**src/rtl/hazard_scoreboard.sv**
```systemverilog
// hazard_scoreboard: E/M/W writer tracking, stall generation and forward selects for a 5-stage MIPS pipeline
module hazard_scoreboard #(
   parameter int TNEW_W = 2
) (
   input  logic              clk,
   input  logic              clr,
   input  logic [4:0]        rs_D,
   input  logic [4:0]        rt_D,
   input  logic [TNEW_W-1:0] tuse_rs_D,
   input  logic [TNEW_W-1:0] tuse_rt_D,
   input  logic [4:0]        a3_D,
   input  logic              wen_D,
   input  logic [TNEW_W-1:0] tnew_D,
   input  logic              md_D,
   input  logic              md_busy,
   output logic              stall,
   output logic [2:0]        FRSD,
   output logic [2:0]        FRTD,
   output logic [1:0]        FRSE,
   output logic [1:0]        FRTE
);
   logic              e_wen_q, m_wen_q, w_wen_q, e_wen_d, m_wen_d, w_wen_d;
   logic [4:0]        e_a3_q, m_a3_q, w_a3_q, e_a3_d, m_a3_d, w_a3_d;
   logic [TNEW_W-1:0] e_tnew_q, m_tnew_q, w_tnew_q, e_tnew_d, m_tnew_d, w_tnew_d;
   logic [4:0]        e_rs_q, e_rt_q, e_rs_d, e_rt_d;
   logic              e_wr, m_wr, w_wr;
   logic [3:0]        rs_f, rt_f;

   assign e_wr = e_wen_q && e_a3_q != '0;
   assign m_wr = m_wen_q && m_a3_q != '0;
   assign w_wr = w_wen_q && w_a3_q != '0;

   // Youngest matching writer decides {stall, D select}; tuse of all ones means the source is unused
   function automatic logic [3:0] dsrc(input logic [4:0] r, input logic [TNEW_W-1:0] t,
                                       input logic ew, input logic mw, input logic ww,
                                       input logic [4:0] ea, input logic [4:0] ma, input logic [4:0] wa,
                                       input logic [TNEW_W-1:0] et, input logic [TNEW_W-1:0] mt);
      if (t == '1) return 4'd0;
      if (ew && ea == r) return {et > t, et == '0 ? 3'd3 : 3'd0};
      if (mw && ma == r) return {mt > t, mt == '0 ? 3'd2 : 3'd0};
      if (ww && wa == r) return 4'd1;
      return 4'd0;
   endfunction

   // E-stage select: a ready M result beats W, otherwise keep the latched operand
   function automatic logic [1:0] esrc(input logic [4:0] r, input logic mw, input logic [4:0] ma,
                                       input logic [TNEW_W-1:0] mt, input logic ww, input logic [4:0] wa);
      return (mw && ma == r && mt == '0) ? 2'd2 : (ww && wa == r) ? 2'd1 : 2'd0;
   endfunction

   // Hazard detection and forward selects, purely from slot state and D inputs
   always_comb begin
      rs_f  = dsrc(rs_D, tuse_rs_D, e_wr, m_wr, w_wr, e_a3_q, m_a3_q, w_a3_q, e_tnew_q, m_tnew_q);
      rt_f  = dsrc(rt_D, tuse_rt_D, e_wr, m_wr, w_wr, e_a3_q, m_a3_q, w_a3_q, e_tnew_q, m_tnew_q);
      stall = rs_f[3] | rt_f[3] | (md_D & md_busy);
      FRSD  = stall ? 3'd0 : rs_f[2:0];
      FRTD  = stall ? 3'd0 : rt_f[2:0];
      FRSE  = esrc(e_rs_q, m_wr, m_a3_q, m_tnew_q, w_wr, w_a3_q);
      FRTE  = esrc(e_rt_q, m_wr, m_a3_q, m_tnew_q, w_wr, w_a3_q);
   end

   // Slot advance: D enters E (bubble on stall), tnew counts down saturating at zero
   always_comb begin
      e_wen_d  = stall ? 1'b0 : wen_D;
      e_a3_d   = stall ? 5'd0 : a3_D;
      e_tnew_d = stall ? '0 : tnew_D;
      e_rs_d   = stall ? 5'd0 : rs_D;
      e_rt_d   = stall ? 5'd0 : rt_D;
      m_wen_d  = e_wen_q;
      m_a3_d   = e_a3_q;
      m_tnew_d = e_tnew_q == '0 ? '0 : e_tnew_q - 1'b1;
      w_wen_d  = m_wen_q;
      w_a3_d   = m_a3_q;
      w_tnew_d = m_tnew_q == '0 ? '0 : m_tnew_q - 1'b1;
   end

   // Slot registers; clear turns every slot into a bubble
   always_ff @(posedge clk or posedge clr) begin
      if (clr) begin
         e_wen_q  <= 1'b0;
         e_a3_q   <= '0;
         e_tnew_q <= '0;
         e_rs_q   <= '0;
         e_rt_q   <= '0;
         m_wen_q  <= 1'b0;
         m_a3_q   <= '0;
         m_tnew_q <= '0;
         w_wen_q  <= 1'b0;
         w_a3_q   <= '0;
         w_tnew_q <= '0;
      end else begin
         e_wen_q  <= e_wen_d;
         e_a3_q   <= e_a3_d;
         e_tnew_q <= e_tnew_d;
         e_rs_q   <= e_rs_d;
         e_rt_q   <= e_rt_d;
         m_wen_q  <= m_wen_d;
         m_a3_q   <= m_a3_d;
         m_tnew_q <= m_tnew_d;
         w_wen_q  <= w_wen_d;
         w_a3_q   <= w_a3_d;
         w_tnew_q <= w_tnew_d;
      end
   end
endmodule
```
**config.mk**
```make
export PLATFORM = sky130hd
export DESIGN_NAME = hazard_scoreboard
export DESIGN_NICKNAME = d
export VERILOG_FILES = /design/src/rtl/hazard_scoreboard.sv
export SDC_FILE = /design/constraint.sdc
export NUM_CORES = 1
export LEC_CHECK = 0
export BUFFER_PORTS_ARGS = -buffer_cell sky130_fd_sc_hd__clkbuf_2
export CAP_MARGIN = 20
export CORE_MARGIN = 2
export CORE_UTILIZATION = 35
export DETAILED_ROUTE_END_ITERATION = 8
export GPL_TIMING_DRIVEN = 1
export MAX_ROUTING_LAYER = met4
export PLACE_DENSITY_LB_ADDON = 0.1
export SETUP_SLACK_MARGIN = 0.1
export SLEW_MARGIN = 20
export SYNTH_ARGS = -nofsm -noshare
export SYNTH_HDL_FRONTEND = slang
export SYNTH_SLANG_ARGS = --single-unit
```
**constraint.sdc**
```tcl
create_clock -name clk -period 4.2 [get_ports clk]
set_input_delay 0.21 -clock clk [delete_from_list [all_inputs] [get_ports clk]]
set_output_delay 0.21 -clock clk [all_outputs]
set_load 0.05 [all_outputs]
```
==> flow_metrics.py, run 1 <==
metrics = {
    "critical_path": {
        "crit_path_cell_trace": "or4_4 > o21ai_4 > nor4_2 > o311ai_4 > or2_1 > clkbuf_2",
        "crit_type": "register to primary output",
        "path_depth": 6,
        "cp_data_arrival_time_ps": 2920,
        "crit-reg2reg-capture": "e_rs_q[4]",
        "timing.critical_path.to_type": "primary output",
        "reg2reg_depth": 5,
        "timing.critical_path.slowest_cell_delay_ps": 890,
        "reg2reg_from": "e_a3_q[1]",
        "worst-path-buf-inv": 1,
        "critical_path.startpoint_type": "register",
        "critical-path-top-delay-family": "compound AO/OA/AOI/OAI gates",
        "worst-r2r-setup-slack_ps": 1720,
        "timing.critical_path.from": "e_a3_q[1]",
        "critical_path.slowest_cell": "sky130_fd_sc_hd__o311ai_4",
        "critical_path_peak_fanout": 23,
        "critPathRequiredTime_ps": 3990,
    },
    "power_and_ir_drop": {
        "power.share.clock": 0.356,
        "netSwitchingPower_w": 0.0002293,
        "seq_power_share": 0.450,
        "power.ir.vdd_worst_mv": 0.1973,
        "power-per-cell-area_nw_per_um2": 339.1,
        "swShare": 0.2840,
        "power.combinational.fraction": 0.194,
        "internal-power_w": 0.0005780,
        "leakage_component_of_the_power_nw": 1.053,
    },
    "floorplan": {
        "floorplan.die_area_sq_um": 6499,
        "initial_core_util": 0.3686,
        "core_sq_um": 5574,
        "die_h_microns": 80.62,
        "chipWidth_microns": 80.62,
        "placementRows": 27,
        "io_pins": 37,
    },
    "clocking": {
        "cts_setup_buffers": 0,
        "cts.htree.levels": 2,
        "number_of_gates_resized_after_cts": 0,
        "clk_pin_slew_worst_paths_ps": 60,
        "cts.path.max_buffers": 2,
        "cts_inserted_buffers": 5,
        "root_buffer": "sky130_fd_sc_hd__clkbuf_8",
        "cts_tree": "yes",
        "clock_insertion_delay_worst_skew_ps": 280,
        "cts_num_sinks": 32,
    },
    "synthesis": {
        "synth-main-ff-cell": "sky130_fd_sc_hd__dfrtp_1",
        "synth_area_sq_um": 2054,
        "synth_seq_cells": 32,
        "cell_accounting_for_the_most_synthesized_area": "sky130_fd_sc_hd__dfrtp_1",
        "synth_edf_count": 0,
        "synth_area_leaders": "sky130_fd_sc_hd__dfrtp_1 39%, sky130_fd_sc_hd__xor2_1 13%, sky130_fd_sc_hd__xnor2_1 8.5%",
        "syn_avg_cell_area_sq_um": 10.48,
        "synth_most_common_cell": "sky130_fd_sc_hd__dfrtp_1",
        "synth_top_area_share": 0.3898,
        "synth_warnings": 0,
        "synth.lib_cells_used.distinct": 44,
        "leading_cell_types_by_count_after_synthesis": "32 x sky130_fd_sc_hd__dfrtp_1, 30 x sky130_fd_sc_hd__xor2_1, 20 x sky130_fd_sc_hd__xnor2_1",
        "synth.yosys.seq_area_share": 0.3898,
        "post_synthesis_instance_total": 196,
        "fraction_of_synthesis_flops_using_an_asynchronous_set_or_reset_pin": 1.000,
    },
    "timing": {
        "final-setup-viol-count": 0,
        "worst-slew-pin-transition_ps": 1014,
        "rsz0062_at_grt": "false",
        "worst_slew_margin_rel": 0.3222,
        "final-hold-violation-count": 0,
        "setup_tns_ps": 0,
        "max_freq_mhz": 319.0,
        "clock_skew_ps": 3.899,
        "finalCritPeriodShare": 0.7463,
        "timing.final.max_slew_violations": 0,
        "worst_hold_check_slack_ps": 160.8,
        "min_period_ps": 3134,
    },
    "global_routing": {
        "globalRoute.totalOverflow": 0,
        "grt_start_max_net_pins": 33,
        "grt_antenna_before_repair": 0,
        "global_route_wire_length_before_repair_mm": 8.176,
        "grt_pass1_vias": 1513,
        "grt_use_total": 0.1727,
    },
    "final_layout": {
        "nFillCells": 579,
        "area_delta_synth_final_pct": 15.90,
        "fraction_of_layout_cells_with_a_size_suffix_above_1": 0.2611,
        "design.final.nets": 259,
        "final_antenna_diode_count": 0,
    },
    "routing": {
        "drt_pre_antenna_iters": 4,
        "vias_per_cell": 4.805,
        "post_drt_wl_per_cell_microns": 15.73,
        "drt_wl_total_mm": 4.688,
        "drcViolationCount": 0,
        "initialDrtViolationCount": 57,
        "drtAntennaViolNets": 0,
        "via_count": 1432,
    },
    "hold_path": {
        "hold_path_depth": 2,
        "timing.hold.worst_endpoint": "e_tnew_q[0]",
        "timing.hold.worst.class": "input port to register",
        "worstHoldStart": "tnew_D[0]",
    },
    "place": {
        "routabilityCongestion": 0.7843,
        "placed_wire_length_estimate_after_detailed_placement_mm": 3.663,
        "port_buffers": 34,
    },
    "flow_run": {
        "maxCapViolations": 0,
    },
    "status": {
        "status": "finished, final reports clean",
    },
}
## power by group through the flow
stage	combinational, W	sequential (W)	clock, W
detailed placement	0.000157	0.000370	0
global placement	0.000158	0.000371	0
CTS	0.000159	0.000364	0.000299
floorplan	0.000132	0.000350	0
finish	0.000156	0.000363	0.000287
global route	0.000176	0.000367	0.000316
## metal layers
| layer | part of all wire | wire [microns] | up-vias | GRT usage |
|---|---|---|---|---|
| li1 | - | - | 726 | - |
| met1 | 0.50 | 2360 | 666 | 0.2496 |
| met5 | 0 | 0 | - | - |
| met3 | 0.044 | 206 | 4 | 0.04270 |
| met2 | 0.44 | 2078 | 36 | 0.2425 |
| met4 | 0.0092 | 43 | 0 | 0.04068 |
## per-stage QoR
stage	worst slack (ps)	utilization	instance area [sq um]	std cells	total power, W
finish	1066	0.4272	2381	298	0.0008073
CTS	1081	0.4272	2381	298	0.0008212
floorplan	707.7	-	2059	197	0.0004816
global route	864.1	0.4272	2381	298	0.0008592
detailed placement	1399	0.4061	2263	289	0.0005268
global placement	1397	0.4061	2263	289	0.0005288
## worst max-delay path by stage
stage and endpoint:
2_1_floorplan FRTD[0], 3_3_place_gp stall, 3_5_place_dp stall, 4_1_cts stall
5_1_grt stall, 6_report stall
## registers in the layout, summed over array words and instances (netlist names), 2 cells and up
name / flops
w_a3_q: 5
e_rt_q: 5
e_tnew_q: 2
e_rs_q: 5
m_a3_q: 5
e_a3_q: 5
m_tnew_q: 2
## kinds of logic (layout without fill, tap and decap cells)
| logic type | after synthesis | count (layout) | synth area share |
|---|---|---|---|
| compound gates | 14 | 14 | 0.07430 |
| flops | 32 | 32 | 0.3898 |
| simple gates | 68 | 68 | 0.2247 |
| other cells | 1 | 2 | 0.001825 |
| xor+xnor | 50 | 50 | 0.2132 |
| fa+ha+maj | 8 | 8 | 0.04872 |
| buf+inv | 23 | 52 | 0.04750 |
## area by class of cell
class | instances | area [sq um] | area share
multi-input cells | 142 | 1161 | 0.4877
flip-flops and latches | 32 | 800.8 | 0.3363
repair buffers | 37 | 195.2 | 0.08198
well taps | 72 | 90.09 | 0.03784
clock buffers | 6 | 72.57 | 0.03048
clock inverters | 2 | 35.03 | 0.01471
inverters | 7 | 26.28 | 0.01104
## layout by cell type (no fill, tap or decap), types with 2 or more instances in the layout
cell type,instances
sky130_fd_sc_hd__clkbuf_8,5
sky130_fd_sc_hd__or4_1,4
sky130_fd_sc_hd__nor2b_1,3
sky130_fd_sc_hd__xnor2_1,20
sky130_fd_sc_hd__a31oi_1,2
sky130_fd_sc_hd__and2_2,2
sky130_fd_sc_hd__inv_1,7
sky130_fd_sc_hd__a2bb2oi_1,2
sky130_fd_sc_hd__xor2_1,30
sky130_fd_sc_hd__conb_1,2
sky130_fd_sc_hd__nor2_1,3
sky130_fd_sc_hd__nand2_1,4
sky130_fd_sc_hd__or3_1,2
sky130_fd_sc_hd__nor4_1,9
sky130_fd_sc_hd__dfrtp_1,32
sky130_fd_sc_hd__nor3_1,2
sky130_fd_sc_hd__buf_4,2
sky130_fd_sc_hd__nor3b_1,18
sky130_fd_sc_hd__ha_1,8
sky130_fd_sc_hd__nor2_2,2
sky130_fd_sc_hd__clkbuf_2,34
sky130_fd_sc_hd__nand3_1,7
## worst reg2reg max path, stage by stage, from the launching register on
cell and delay (ps):
sky130_fd_sc_hd__dfrtp_1 420, sky130_fd_sc_hd__or4_4 560, sky130_fd_sc_hd__o21ai_4 190, sky130_fd_sc_hd__nor4_2 110, sky130_fd_sc_hd__o311ai_4 890, sky130_fd_sc_hd__nor3b_1 140
## timing repair
action,4_1_cts,5_1_grt
hold buffers,1,0
hold endpoints to repair,32,0
setup endpoints to repair,0,0
(Power assumes the default switching activity.)
==> inputs of run 2 (changes only) <==
Clock period 4.2 ns to 3 ns, I/O delays scaled along.
==> run 2 against run 1 <==
Against the previous run: cell area is 2.0% higher; largest cell class unchanged; worst setup slack got worse by 830 ps; critical endpoint is now FRTD[1]; count of clock-buffer cells in the layout is the same; critical path depth did not move; sequential cell count did not move; via count is 9.0% higher; wire length is 7.9% higher; global-route usage rose by 1.0 points; highest routed layer unchanged; worst hold slack worse by 78 ps; die area unchanged.
==> flow_metrics.py, run 2 (same netlist as run 1, synthesis figures left out) <==
metrics = {
    "clocking": {
        "cts_inserted_buffers": 5,
        "cts_tree": "yes",
        "cts_num_sinks": 32,
        "cts.path.max_buffers": 2,
        "root_buffer": "sky130_fd_sc_hd__clkbuf_8",
        "cts.htree.levels": 2,
        "clk_pin_slew_worst_paths_ps": 70,
        "cts_setup_buffers": 0,
        "clock_insertion_delay_worst_skew_ps": 300,
    },
    "final_layout": {
        "stdcell_area_sq_um": 2429,
        "design.final.nets": 261,
        "final_antenna_diode_count": 0,
        "layout.core_utilization": 0.4357,
        "commonest_non_fill_non_tap_cell_in_the_layout": "sky130_fd_sc_hd__clkbuf_2",
        "commonest_cells_after_routing_fill_and_taps_aside": "33 x sky130_fd_sc_hd__clkbuf_2, 32 x sky130_fd_sc_hd__dfrtp_1, 30 x sky130_fd_sc_hd__xor2_1, 20 x sky130_fd_sc_hd__xnor2_1, 18 x sky130_fd_sc_hd__nor3b_1",
        "area_delta_synth_final_pct": 18.21,
        "layoutNonFillerInstCount": 300,
        "fraction_of_layout_cells_with_a_size_suffix_above_1": 0.2807,
    },
    "routing": {
        "post_drt_wl_per_cell_microns": 16.86,
        "drt_wl_total_mm": 5.057,
        "drcViolationCount": 0,
        "vias_per_cell": 5.203,
        "drt_pre_antenna_iters": 4,
        "initialDrtViolationCount": 84,
        "via_count": 1561,
        "drtAntennaViolNets": 0,
    },
    "critical_path": {
        "timing.critical_path.slowest_cell_delay_ps": 550,
        "timing.critical_path.to_type": "primary output",
        "critical_path_peak_fanout": 5,
        "worst-path-buf-inv": 1,
        "critPathRequiredTime_ps": 2850,
        "crit_path_cell_trace": "or4_4 > o21ai_4 > nor4_2 > or3_1 > a2111oi_4 > buf_4",
        "critical_path.slowest_cell": "sky130_fd_sc_hd__or4_4",
        "cp_data_arrival_time_ps": 2610,
        "critical-path-top-delay-family": "simple AND/OR/NAND/NOR gates",
        "critical_path.startpoint_type": "register",
        "crit_type": "register to primary output",
    },
    "timing": {
        "min_period_ps": 2762,
        "rsz0062_at_grt": "false",
        "max_freq_mhz": 362.0,
        "worst-slew-pin-transition_ps": 604.4,
        "clock_skew_ps": 6.692,
        "final-setup-viol-count": 0,
        "timing.final.max_slew_violations": 0,
        "worst_slew_margin_rel": 0.5963,
        "final-hold-violation-count": 0,
        "finalCritPeriodShare": 0.9207,
    },
    "place": {
        "placed_cell_area_sq_um": 2296,
        "placed_cell_count": 291,
        "port_buffers": 34,
        "placed_wire_length_estimate_after_detailed_placement_mm": 3.869,
        "routabilityCongestion": 0.8911,
    },
    "global_routing": {
        "global_route_wire_length_before_repair_mm": 8.445,
        "grt_antenna_before_repair": 0,
        "grt_use_total": 0.1827,
        "grt_pass1_vias": 1642,
        "grt_start_max_net_pins": 33,
        "globalRoute.totalOverflow": 0,
    },
    "power_and_ir_drop": {
        "leakage_component_of_the_power_nw": 1.067,
        "power-per-cell-area_nw_per_um2": 474.8,
        "power.ir.vdd_worst_mv": 0.3011,
    },
    "hold_path": {
        "timing.hold.worst.class": "input port to register",
    },
    "floorplan": {
        "chipWidth_microns": 80.62,
        "initial_core_util": 0.3686,
        "die_h_microns": 80.62,
        "floorplan.die_area_sq_um": 6499,
        "io_pins": 37,
        "core_sq_um": 5574,
        "placementRows": 27,
    },
    "status": {
        "status": "finished, final reports clean",
    },
    "flow_run": {
        "maxCapViolations": 0,
    },
}
==> run 2: cell count changes in the layout (fill, tap and decap cells not counted), sizes merged <==
cell,change
buf,+3
clkbuf,-1
==> run 2: layout make-up <==
class                           instances  area (sq um)
Sequential cell                        32         800.8
Clock inverter                          2         35.03
Multi-Input combinational cell        142          1191
Tap cell                               72         90.09
Timing Repair Buffer                   39         212.7
Fill cell                             533          3146
Inverter                                7         26.28
Clock buffer                            6         72.57
==> run 2: power by group <==
group	switching (W)	internal, W	total [W]	leakage (nW)
Sequential	0.0000485	0.000462	0.000511	0.396
Clock	0.000168	0.000246	0.000414	0.0552
Combinational	0.000125	0.000103	0.000229	0.616
==> run 2: final timing paths <==
check,cells after the start,slack [ps],from,to
hold reg to reg,0,430,m_wen_q,w_wen_q
hold / removal,2,80,a3_D[4],e_a3_q[4]
max in group asynchronous,4,2240,clr,e_rt_q[0]
setup / recovery,6,240,e_a3_q[2],FRTD[1]
min in group asynchronous,4,460,clr,e_a3_q[4]
setup reg to reg,6,630,m_a3_q[2],e_rs_q[1]
==> run 2: routing by layer <==
| layer | part of all wire | GRT usage | up-vias | routed length, microns |
|---|---|---|---|---|
| met5 | 0 | - | - | 0 |
| met4 | 0.022 | 0.08305 | 0 | 109 |
| li1 | - | - | 732 | - |
| met3 | 0.044 | 0.04494 | 10 | 220 |
| met2 | 0.47 | 0.2692 | 41 | 2399 |
| met1 | 0.46 | 0.2369 | 778 | 2328 |
==> run 2: metrics by stage <==
stage / total power (W) / worst slack [ps] / setup TNS (ps) / hold WS [ps]
3_3_place_gp: 0.0007402 / 496.3 / 0 / 228.9
5_1_grt: 0.001214 / 112.7 / 0 / 81.34
4_1_cts: 0.001162 / 133.5 / 0 / 80.28
3_5_place_dp: 0.0007452 / 460.4 / 0 / 243.9
2_1_floorplan: 0.0006755 / -432.3 / -864.7 / 266.2
6_report: 0.001153 / 237.8 / 0 / 82.66
==> run 2: timing repair <==
| item | CTS | global route |
|---|---|---|
| resized for setup | 0 | 4 |
| setup endpoints to repair | 0 | 1 |
| hold endpoints to repair | 32 | 0 |
| hold buffers | 1 | 0 |
